**src/rtl/text_console_writer.sv**
```systemverilog
// text_console_writer
//
// Write side of the VGA text-mode console. Consumes a stream of character
// codes, keeps a cursor, and turns each code into at most one cell write on
// the screen RAM write port. Row advances clear the new row. Reset and form
// feed clear the whole screen. The display path reads the screen RAM on its
// own port.
//
// Optional feature macro: TEXT_CONSOLE_TAB_EN
//   defined   : 0x09 moves the cursor to the next multiple of TAB_W
//               (a row advance if that passes the last column)
//   undefined : 0x09 is ignored like other control codes
//
// Ports
//   clk       in   clock, all logic on the rising edge
//   rst       in   synchronous active-high reset; starts a full-screen clear
//   in_valid  in   in_char holds a code to consume
//   in_ready  out  code is taken when in_valid && in_ready at a rising edge
//   in_char   in   character or control code
//   wr_en     out  screen RAM write strobe, one cycle per cell
//   wr_x      out  write column
//   wr_y      out  write row
//   wr_char   out  code written
//   cursor_x  out  current cursor column
//   cursor_y  out  current cursor row
//   busy      out  high whenever a clear is in progress (or in reset)

module text_console_writer #(
  parameter int         COLS      = 80,
  parameter int         ROWS      = 30,
  parameter logic [7:0] FILL_CHAR = 8'h20,
  parameter int         TAB_W     = 8
) (
  input  logic       clk,
  input  logic       rst,
  input  logic       in_valid,
  output logic       in_ready,
  input  logic [7:0] in_char,
  output logic       wr_en,
  output logic [7:0] wr_x,
  output logic [6:0] wr_y,
  output logic [7:0] wr_char,
  output logic [7:0] cursor_x,
  output logic [6:0] cursor_y,
  output logic       busy
);

  // Reject geometries the 8-bit column and 7-bit row ports cannot address.
  if (COLS < 2 || COLS > 256 || ROWS < 2 || ROWS > 128 || TAB_W < 1) begin : g_param_check
    $error("text_console_writer: parameter out of range");
  end

  localparam logic [7:0] X_MAX = 8'(COLS - 1);
  localparam logic [6:0] Y_MAX = 7'(ROWS - 1);

  localparam logic [7:0] CH_BS = 8'h08;
  localparam logic [7:0] CH_LF = 8'h0A;
  localparam logic [7:0] CH_FF = 8'h0C;
  localparam logic [7:0] CH_CR = 8'h0D;
`ifdef TEXT_CONSOLE_TAB_EN
  localparam logic [7:0] CH_HT = 8'h09;
`endif

  typedef enum logic [1:0] {
    IDLE,
    CLEAR,
    CLRROW
  } state_t;

  state_t     state;
  logic [7:0] fill_x;
  logic [6:0] fill_y;

  logic       is_print;
  logic [6:0] next_row;

  assign in_ready = (state == IDLE) && !rst;
  assign busy     = !in_ready;

  always_comb begin
    is_print = (in_char >= 8'h20) && (in_char != 8'h7F);
    next_row = (cursor_y == Y_MAX) ? '0 : cursor_y + 7'd1;
  end

`ifdef TEXT_CONSOLE_TAB_EN
  // Next tab stop, kept wide so stops past the last column are detectable.
  logic [15:0] tab_next;
  logic        tab_wrap;

  always_comb begin
    tab_next = ((16'(cursor_x) / 16'(TAB_W)) + 16'd1) * 16'(TAB_W);
    tab_wrap = tab_next >= 16'(COLS);
  end
`endif

  always_ff @(posedge clk) begin
    if (rst) begin
      state    <= CLEAR;
      fill_x   <= '0;
      fill_y   <= '0;
      cursor_x <= '0;
      cursor_y <= '0;
      wr_en    <= 1'b0;
      wr_x     <= '0;
      wr_y     <= '0;
      wr_char  <= FILL_CHAR;
    end else begin
      // Strobe is single-cycle; address/data hold their last value.
      wr_en <= 1'b0;

      case (state)
        CLEAR: begin
          wr_en   <= 1'b1;
          wr_x    <= fill_x;
          wr_y    <= fill_y;
          wr_char <= FILL_CHAR;
          if (fill_x == X_MAX) begin
            fill_x <= '0;
            if (fill_y == Y_MAX) begin
              fill_y <= '0;
              state  <= IDLE;
            end else begin
              fill_y <= fill_y + 7'd1;
            end
          end else begin
            fill_x <= fill_x + 8'd1;
          end
        end

        CLRROW: begin
          // cursor_y already points at the new row when this state is entered.
          wr_en   <= 1'b1;
          wr_x    <= fill_x;
          wr_y    <= cursor_y;
          wr_char <= FILL_CHAR;
          if (fill_x == X_MAX) begin
            fill_x <= '0;
            state  <= IDLE;
          end else begin
            fill_x <= fill_x + 8'd1;
          end
        end

        IDLE: begin
          if (in_valid) begin
            if (is_print) begin
              wr_en   <= 1'b1;
              wr_x    <= cursor_x;
              wr_y    <= cursor_y;
              wr_char <= in_char;
              if (cursor_x == X_MAX) begin
                cursor_x <= '0;
                cursor_y <= next_row;
                fill_x   <= '0;
                state    <= CLRROW;
              end else begin
                cursor_x <= cursor_x + 8'd1;
              end
            end else begin
              case (in_char)
                CH_LF: begin
                  cursor_x <= '0;
                  cursor_y <= next_row;
                  fill_x   <= '0;
                  state    <= CLRROW;
                end
                CH_CR: begin
                  cursor_x <= '0;
                end
                CH_BS: begin
                  // Backspace never leaves the current row.
                  if (cursor_x != '0) begin
                    cursor_x <= cursor_x - 8'd1;
                    wr_en    <= 1'b1;
                    wr_x     <= cursor_x - 8'd1;
                    wr_y     <= cursor_y;
                    wr_char  <= FILL_CHAR;
                  end
                end
                CH_FF: begin
                  cursor_x <= '0;
                  cursor_y <= '0;
                  fill_x   <= '0;
                  fill_y   <= '0;
                  state    <= CLEAR;
                end
`ifdef TEXT_CONSOLE_TAB_EN
                CH_HT: begin
                  if (tab_wrap) begin
                    cursor_x <= '0;
                    cursor_y <= next_row;
                    fill_x   <= '0;
                    state    <= CLRROW;
                  end else begin
                    cursor_x <= tab_next[7:0];
                  end
                end
`endif
                default: ;
              endcase
            end
          end
        end

        default: state <= IDLE;
      endcase
    end
  end

endmodule
```
**config.mk**
```make
export PLATFORM = sky130hd
export DESIGN_NAME = text_console_writer
export DESIGN_NICKNAME = d
export VERILOG_FILES = /design/src/rtl/text_console_writer.sv
export SDC_FILE = /design/constraint.sdc
export NUM_CORES = 1
export LEC_CHECK = 0
export CORE_UTILIZATION = 40
export CTS_CLUSTER_SIZE = 8
export DETAILED_ROUTE_END_ITERATION = 12
export PLACE_DENSITY = 0.63
export SLEW_MARGIN = 25
export SYNTH_ARGS = -nofsm -noshare
export SYNTH_HDL_FRONTEND = slang
export SYNTH_SLANG_ARGS = --single-unit
```
**constraint.sdc**
```tcl
create_clock -name clk -period 2.4 [get_ports clk]
set_input_delay 0.48 -clock clk [delete_from_list [all_inputs] [get_ports clk]]
set_output_delay 0.48 -clock clk [all_outputs]
set_load 0.01 [all_outputs]
```
==> impl_metrics.csv <==
group,metric,value,unit
finish,multi_input_area,2240,sq um
critical_path,critPathBufInv,2,
yosys,synth_cell_types,63,
critical_path,critPathKind,"in -> reg",
critical_path,crit_chain,"clkdlybuf4s50_1 > or4_4 > a211o_1 > a31oi_4 > buf_12 > nor2_1 > a311oi_1",
yosys,yosysTopAreaCell,"dfxtp_1",
route,num_vias,3634,
critical_path,critical_path_required,2640,ps
yosys,synth-edff-count,0,
timing,worstMarginPinSlew,639,ps
clock_tree,clk_pin_slew,100,ps
yosys,ys_seq_area_share,32.0,%
yosys,async_flop_share,0,%
clock_tree,worstSkewPairLatency,330,ps
die,core_area,8340,sq um
timing,relSlewSlack,57.4,%
critical_path,slowest_stage,"or4_4",
finish,drive_gt1_share,18.3,%
timing,rsz0062_at_grt,"yes",
timing,hold_viol,0,
global_route,grt_pass1_vias,3273,
finish,final_nets,535,
timing,max_freq,432,MHz
timing,setup_viol,0,
critical_path,cp_slowest_stage_delay,580,ps
route,drc,0,
finish,diodes,0,
yosys,yosys-top-cells-area,"dfxtp_1 (32%), a21oi_1 (5.1%), ha_1 (4.3%)",
clock_tree,cts_sinks,56,
die,die_x,95.6,um
finish,utilization,55.4,%
critical_path,path_max_fanout,15,
yosys,syn_area_per_cell,8.18,sq um
clock_tree,cts_tree,"yes",
yosys,ys_ff_latch,56,
clock_tree,postCtsHoldBufs,0,
place,place.gp.congestion,0.868,
outcome,outcome,"completed",
pwr,peakVddDrop,0.292,mV
die,fp.dieH,95.6,um
yosys,syn_nets,451,
clock_tree,root_buffer,"clkbuf_8",
die,start_util,42.0,%
route,wl,10300,um
place,place_inst,610,
route,firstDrtPassIters,5,
route,wl_per_cell,16.7,um
finish,fillCellCount,805,
route,drtAntennaViolNets,0,
min_path,hold_path_class,"reg -> reg",
yosys,yosys.cell_count.top_type,"dfxtp_1",
yosys,ys.flop_type,"dfxtp_1",
global_route,grt_start_max_net_pins,55,
finish,final_cells,618,
timing,period_needed,2310,ps
timing,fin_crit_sh,96.4,%
job,max_cap_violations,0,
timing,worst_slack,86.7,ps
global_route,antenna_found_initial,0,
global_route,grt_overflow,0,
yosys,netlist_area,3500,sq um
clock_tree,h-tree-depth,2,
yosys,synth_common_cells,"dfxtp_1 (56), nand2_1 (40), a21oi_1 (36)",
place,dp_hpwl,7610,um
clock_tree,cts_buffers,5,
route,avgViaCountPerCell,5.88,
critical_path,cp-end-kind,"flip-flop",
critical_path,crit_arrival,2560,ps
pwr,powerDensity,472,nW/um^2
place,dp_slack,-355,ps
global_route,grt_pass1_wl,16800,um
timing,holdWs,456,ps
place,numPortBuffers,51,
clock_tree,clock_path_buffers,2,
global_route,grt_usage,23.4,%
timing,maxSlewViolCount,0,
timing,finClkSkew,7.69,ps
die,rows,33,
die,io_pins,52,
critical_path,crit_path_start_kind,"input port",
route,first_iter_violations,229,
die,dieArea,9130,sq um
yosys,yosys_warnings,0,
finish,ff_latch_area,1120,sq um
yosys,synth_top_area_share,32.0,%
critical_path,crit_family,"compound AO/OA/AOI/OAI gates",
finish,area_delta_synth_final,32.1,%
yosys,syn_inst,428,
pwr,p_leak,1.69,nW
==> metal layers <==
metal | vias to the layer above | GRT usage, % | share of wire (%)
met5 | - | 0 | 0
met1 | 1720 | 33.8 | 48
met2 | 105 | 36.8 | 46
met4 | 0 | 5.97 | 0.99
met3 | 10 | 2.55 | 4.6
li1 | 1799 | - | -
==> path summary, 6_finish.rpt <==
path | cells after the start | slack [ps] | from | end
worst max-delay path | 7 | 90 | in_char[4] | wr_y[1]
worst min-delay path | 2 | 460 | wr_char[6] | wr_char[6]
worst max register to register | 10 | 330 | cursor_x[1] | wr_x[3]
worst min register to register | 2 | 460 | wr_char[6] | wr_char[6]
==> where the power goes <==
group	switching, W	internal (W)
clock	0.000329	0.000369
sequential	0.0000244	0.000966
combinational	0.000277	0.000216
total	0.000631	0.00155
==> worst reg2reg max path, delay by kind of cell (launching register included) <==
family	cells	cell delay (ps)
adders and majority gates	1	160
AOI/OAI and AO/OA	3	490
buffers and inverters	4	700
DFF	1	320
and+or+nand+nor	2	320
==> cell usage in the layout (no fill, tap or decap), types with 13 or more instances in the layout <==
| master | Yosys | routed |
|---|---|---|
| nor2_1 | 31 | 31 |
| dfxtp_1 | 56 | 56 |
| a21oi_1 | 36 | 36 |
| clkdlybuf4s50_1 | 0 | 46 |
| o21ai_0 | 24 | 24 |
| nand2_1 | 40 | 40 |
| buf_4 | 0 | 50 |
| nand3_1 | 17 | 17 |
| nand4_1 | 13 | 13 |
| nor3_1 | 22 | 21 |
==> registers in the layout (all words and copies together) (netlist names) <==
register	count
cursor_y	7
fill_x	8
wr_char	8
cursor_x	8
state	2
wr_x	8
wr_y	7
fill_y	7
wr_en	1
==> cell families after synthesis <==
family	after synthesis	share of synthesized area (%)
buf+inv	40	5.11
xor+xnor	3	0.751
fa+ha+maj	12	4.29
flops	56	32.0
mux	6	1.75
compound gates	136	29.4
simple gates	175	26.6
==> layout make-up <==
class | count | area share (%)
multi-input cells | 332 | 48.4
flip-flops and latches | 56 | 24.2
repair buffers | 105 | 20.8
well taps | 105 | 2.84
clock buffers | 7 | 2.08
inverters | 12 | 0.974
clock inverters | 1 | 0.650
==> metrics by stage <==
step / setup TNS (ps) / area (sq um) / total power (W)
floorplan: 0 / 3500 / 0.00128
detailed placement: -11730 / 4450 / 0.00150
finish: 0 / 4620 / 0.00218
CTS: 0 / 4580 / 0.00219
global route: -2.73 / 4620 / 0.00228
global placement: -9720 / 4450 / 0.00149
==> timing repair <==
item                                    in CTS  in global routing
pin swaps                                    0                  2
endpoints found under the setup margin       1                 24
resized for setup                            1                 13
buffers inserted                             0                  0
gates cloned                                 0                  0
(Power assumes the default switching activity.)
==> RTL edit 1, RTL diff (same settings) <==
The parameter `ROWS` goes from 30 to 16.
--- a/src/rtl/text_console_writer.sv
+++ b/src/rtl/text_console_writer.sv
@@ -28,5 +28,5 @@
 module text_console_writer #(
   parameter int         COLS      = 80,
-  parameter int         ROWS      = 30,
+  parameter int         ROWS      = 16,
   parameter logic [7:0] FILL_CHAR = 8'h20,
   parameter int         TAB_W     = 8
Function: no difference found for any inputs over 10 cycles, from zero or initial values and one cycle with rst high; that may be too few to reach the edited logic, so the function may still have changed.
==> RTL edit 1 against the unedited design <==
Design area shrank 7.6%. Fmax is 0.91% higher. Via count fell by 7.5%. Synthesized cell count fell by 3.3%. Critical path type unchanged. Sequential cell count is the same. Synthesized area fell by 7.8%. Wire length decreased by 9.5%. Non-clock buffer count fell by 5. Worst setup slack improved by 0.021 ns.
Power is not compared: it rests on default switching activity, and its combinational part moved more than twofold at a synthesized area within 25%.
==> RTL edit 1: results (changes against the unedited design) <==
[power_and_ir_drop]
leakage_nw=1.58
peakVddDrop_mv=0.416

[critical_path]
slowest_delay_ns=0.51  ; was 0.58 ns
regToRegSetupSlack_ns=0.18  ; was 0.33 ns
startpoint=in_char[2]  ; was in_char[4]
worstPathArrival_ns=2.54  ; was 2.56 ns
r2r-start=cursor_x[1]  ; unchanged
rr_worst_depth=9  ; was 10
crit_slowest_cell=or4_4  ; unchanged
r2r_end=cursor_x[3]  ; was wr_x[3]
crit_path_max_fanout=5  ; was 15
cp-endpoint=cursor_y[4]  ; was wr_y[1]

[route]
drt_iter0_markers=149  ; was 229
first_pass_iters=4  ; was 5
drt-total-wl_um=9320  ; was 10,300 um
vias=3363  ; was 3,634

[timing]
worstMarginPinSlew_ns=0.568  ; was 0.639 ns
min_period_over_period_pct=95.5  ; was 96.4%
fin_skew_ns=0.00991  ; was 0.00769 ns

[global_routing]
grt_usage_pct=22.2  ; was 23.4%
grt_pass1_wl_um=15200  ; was 16,800 um
grt_max_degree=53  ; was 55
antenna_found_initial=0  ; unchanged
grt_remaining_overflow=0  ; unchanged
grt_pass1_vias=3199  ; was 3,273

[logic_synthesis]
synth.area.top_cells=dfxtp_1, a21oi_1, nand2_1, nor2_1, ha_1  ; was dfxtp_1, a21oi_1, ha_1, nand2_1, o21ai_0
synth_cell_types=59  ; was 63
syn_avg_cell_area_um2=7.80  ; was 8.18 um2
yosys_warnings=0  ; unchanged
synthFlopType=dfxtp_1  ; unchanged
async_flop_share_pct=0  ; unchanged
ys_top_cells_by_count=dfxtp_1, nand2_1, a21oi_1  ; unchanged
synth-seq-area-share_pct=34.7  ; was 32.0%
syn_nets=435  ; was 451

[cells_and_area]
layout.cells.non_filler=599  ; was 618
final_nets=517  ; was 535
drive_gt1_share_pct=14.5  ; was 18.3%
n_antenna_cell=0  ; unchanged

[clock_network]
cts_made_buffers=5  ; unchanged
clk_latency_ns=0.32
clk_transition_reported_paths_ns=0.10  ; about the same
cts_root_buf=clkbuf_8  ; unchanged
h-tree-depth=2  ; unchanged
cts_max_path_buffers=2  ; unchanged

[run_status]
status=complete, no violations  ; unchanged

[place]
portBuffers=51  ; unchanged
placed_cell_area_mm2=0.00414  ; was 0.00445 mm2
dp_hpwl_um=6780  ; was 7610 um
place_ws_ns=-0.280  ; was -0.355 ns
dp.cells=590  ; was 610
routabilityCongestion=0.889  ; was 0.868

[hold_path]
hp-class=reg -> reg  ; unchanged
min_from=wr_char[2]  ; was wr_char[6]

RTL edit 1: worst min-delay path by stage:
stage                     cells past startpoint         end  slack (ns)
after global placement                        2  wr_char[0]        0.44
final                                         2  wr_char[2]        0.46
after floorplan                               2   fill_y[1]        0.46
after detailed placement                      2     wr_x[4]        0.45
after global routing                          2  wr_char[6]        0.49
after CTS                                     2  wr_char[2]        0.47
RTL edit 1: where the power goes:
part	internal, W	leakage, nW	switching, W	total, W
Combinational	0.000723	1.07	0.000858	0.00158
Clock	0.000317	0.0558	0.000344	0.000661
Sequential	0.00106	0.454	0.0000917	0.00115
RTL edit 1: worst max-delay path, delay by kind of cell:
family / cells / cell delay, ns
simple gates: 3 / 0.84
buf+inv: 1 / 0.50
mux: 1 / 0.27
compound gates: 2 / 0.44
RTL edit 1: what timing repair did:
action	in CTS	in global routing
gates resized for setup	0	4
endpoints found under the setup margin	0	6
buffers inserted	0	1
hold buffers	0	0
RTL edit 1: cell families (layout without fill, tap and decap cells):
group	count (synthesis)	count (layout)	synth area share, %
simple gates	172	172	27.2
compound gates	122	122	24.7
flops	56	56	34.7
buf+inv	38	121	4.53
xor+xnor	11	11	2.98
fa+ha+maj	10	10	3.88
mux	5	5	1.98
RTL edit 1: area by class of cell:
type | instances | area, um2
Tap cell | 102 | 128
Multi-Input combinational cell | 320 | 1980
Clock buffer | 6 | 72.6
Timing Repair Buffer | 100 | 888
Sequential cell | 56 | 1120
Clock inverter | 2 | 38.8
Inverter | 13 | 48.8
Fill cell | 733 | 3490
RTL edit 1: routing by layer:
metal / up-vias / GRT usage (%) / wire length [um]
met2: 64 / 36.3 / 4220
li1: 1680 / - / -
met5: - / 0 / 0
met3: 7 / 3.15 / 305
met4: 0 / 5.99 / 103
met1: 1612 / 30.6 / 4700
RTL edit 1: metrics by stage:
stage,hold slack (ns),TNS (ns)
after floorplan,0.458,0
after global placement,0.442,-3.64
after detailed placement,0.452,-5.15
after CTS,0.468,0
after global routing,0.486,0
final,0.461,0
==> RTL edit 2, RTL diff (same flow settings) <==
Made on the original files. Reset style: asynchronous (`rst`), changed in one clocked block. Comments in the files are not updated.
--- a/src/rtl/text_console_writer.sv
+++ b/src/rtl/text_console_writer.sv
@@ -94,5 +94,5 @@
 `endif
 
-  always_ff @(posedge clk) begin
+  always_ff @(posedge clk or posedge rst) begin
     if (rst) begin
       state    <= CLEAR;
Check against the original RTL: differs if rst is asserted again (counterexample within 4 cycles, from zero or initial values and one cycle with rst high); with rst held inactive, the same outputs for 10 cycles.
==> RTL edit 2 against the unedited design <==
Synthesized cell count is 3.7% lower. Count of clock-buffer cells in the layout is 1 lower. The run now ends with DRC left. Wire length is 4.3% lower. Worst setup slack worse by 0.0028 ns. Sequential cell count stayed put. Global-route usage is 0.81 points lower. Design area is 1.9% higher. Synthesized area is 2.0% higher. Fmax is 0.12% lower.
Power is not compared: it rests on default switching activity, and its combinational part moved more than twofold at a synthesized area within 25%.
==> RTL edit 2: results (changes against the unedited design) <==
[run_status]
status=finished with violations  ; was complete, no violations
violations=DRC

[cells_and_area]
layout.cells.non_filler=615  ; was 618
final_nets=529  ; was 535
n_fill_cell=849  ; was 805
n_antenna_cell=0  ; unchanged
drive_gt1_share_pct=19.3  ; was 18.3%

[timing]
fin_skew_ns=0.0143  ; was 0.00769 ns
max-slew-margin-rel_pct=50.8  ; was 57.4%

[critical_path]
r2r-start=cursor_x[4]  ; was cursor_x[1]
worstPathArrival_ns=2.57  ; was 2.56 ns
slowest_delay_ns=0.52  ; was 0.58 ns
rr_worst_depth=8  ; was 10
startpoint=in_char[4]  ; unchanged
crit_path_max_fanout=4  ; was 15
crit_slowest_cell=or4_1  ; was or4_4

[global_routing]
grt_pass1_vias=3362  ; was 3,273
grt_usage_pct=22.6  ; was 23.4%
grt_max_degree=57  ; was 55
grt_pass1_wl_um=16400  ; was 16,800 um
antenna_found_initial=0  ; unchanged

[logic_synthesis]
syn_nets=435  ; was 451
synth_cell_types=60  ; was 63
synth-seq-area-share_pct=39.3  ; was 32.0%
synth.area.top_cells=dfrtp_1, nor2_1, o21ai_0, ha_1, nand2_1  ; was dfxtp_1, a21oi_1, ha_1, nand2_1, o21ai_0
yosys_warnings=0  ; unchanged
syn_avg_cell_area_um2=8.66  ; was 8.18 um2
ys_top_cells_by_count=dfrtp_1, nor2_1, nand2_1  ; was dfxtp_1, nand2_1, a21oi_1
async_flop_share_pct=100  ; was 0%
synthFlopType=dfrtp_1  ; was dfxtp_1

[place]
dp.cells=607  ; was 610
routabilityCongestion=0.857  ; was 0.868
portBuffers=51  ; unchanged
dp_hpwl_um=7400  ; was 7610 um

[clock_network]
h-tree-depth=2  ; unchanged
cts_root_buf=clkbuf_8  ; unchanged
clk_latency_ns=0.32
cts_max_path_buffers=2  ; unchanged
cts_made_buffers=5  ; unchanged
clk_transition_reported_paths_ns=0.11

[hold_path]
hold_depth=2  ; unchanged
hp-class=reg -> reg  ; unchanged
min_from=wr_char[5]  ; was wr_char[6]

[power_and_ir_drop]
peakVddDrop_mv=0.453
leakage_nw=2.04

[route]
first_pass_iters=8  ; was 5
drc=1  ; was 0
drt_iter0_markers=163  ; was 229
drt-total-wl_um=9860  ; was 10,300 um
vias=3494  ; was 3,634

RTL edit 2: cell type report:
cell class              count  area share [%]
clock inverters             2           0.823
flip-flops and latches     56            29.8
clock buffers               6            1.75
inverters                  16            1.35
well taps                 108            2.87
multi-input cells         315            42.8
repair buffers            112            20.6
RTL edit 2: final timing paths:
kind,to,slack [ns]
min in group asynchronous,fill_y[0],0.76
worst max register to register,wr_y[4],0.13
worst min-delay path,wr_char[5],0.51
worst max-delay path,cursor_y[5],0.08
worst min register to register,wr_char[5],0.51
max in group asynchronous,wr_char[2],1.11
RTL edit 2: layer usage:
| layer | GRT usage (%) | vias up | wire length, um |
|---|---|---|---|
| li1 | - | 1701 | - |
| met1 | 30.8 | 1694 | 4570 |
| met2 | 36.3 | 79 | 4720 |
| met3 | 3.29 | 20 | 333 |
| met4 | 8.46 | 0 | 244 |
| met5 | 0 | - | 0 |
RTL edit 2: report_power, final:
part	internal, W	switching, W	total, W
Sequential	0.00126	0.000306	0.00157
Clock	0.000342	0.000326	0.000668
Combinational	0.00120	0.00123	0.00243
RTL edit 2: repair_timing:
item,CTS,global route
endpoints found under the setup margin,6,11
buffers inserted,0,0
pin swaps,0,2
gates resized for setup,2,6
RTL edit 2: cells by family after synthesis:
| group | after synthesis | synth area share, % |
|---|---|---|
| AO/OA/AOI/OAI | 114 | 21.2 |
| XOR/XNOR | 3 | 0.736 |
| adder cells (fa/ha/maj) | 12 | 4.21 |
| buffers and inverters | 41 | 4.73 |
| flip-flops | 56 | 39.3 |
| multiplexers | 19 | 5.54 |
| AND/OR/NAND/NOR | 167 | 24.3 |
RTL edit 2: worst max-delay path, delay by kind of cell:
kind	cells	cell delay (ns)
buffers and inverters	1	0.43
AOI/OAI and AO/OA	1	0.18
and+or+nand+nor	4	1.48
RTL edit 2: through the flow:
step                      utilization [%]  instance area [um2]  setup WS (ns)
after detailed placement             52.7                 4570         -0.369
after CTS                            54.1                 4690         0.0127
final                                54.3                 4710         0.0839
after global placement               52.7                 4570         -0.351
after global routing                 54.3                 4710        0.00152
after floorplan                         -                 3570         0.0912
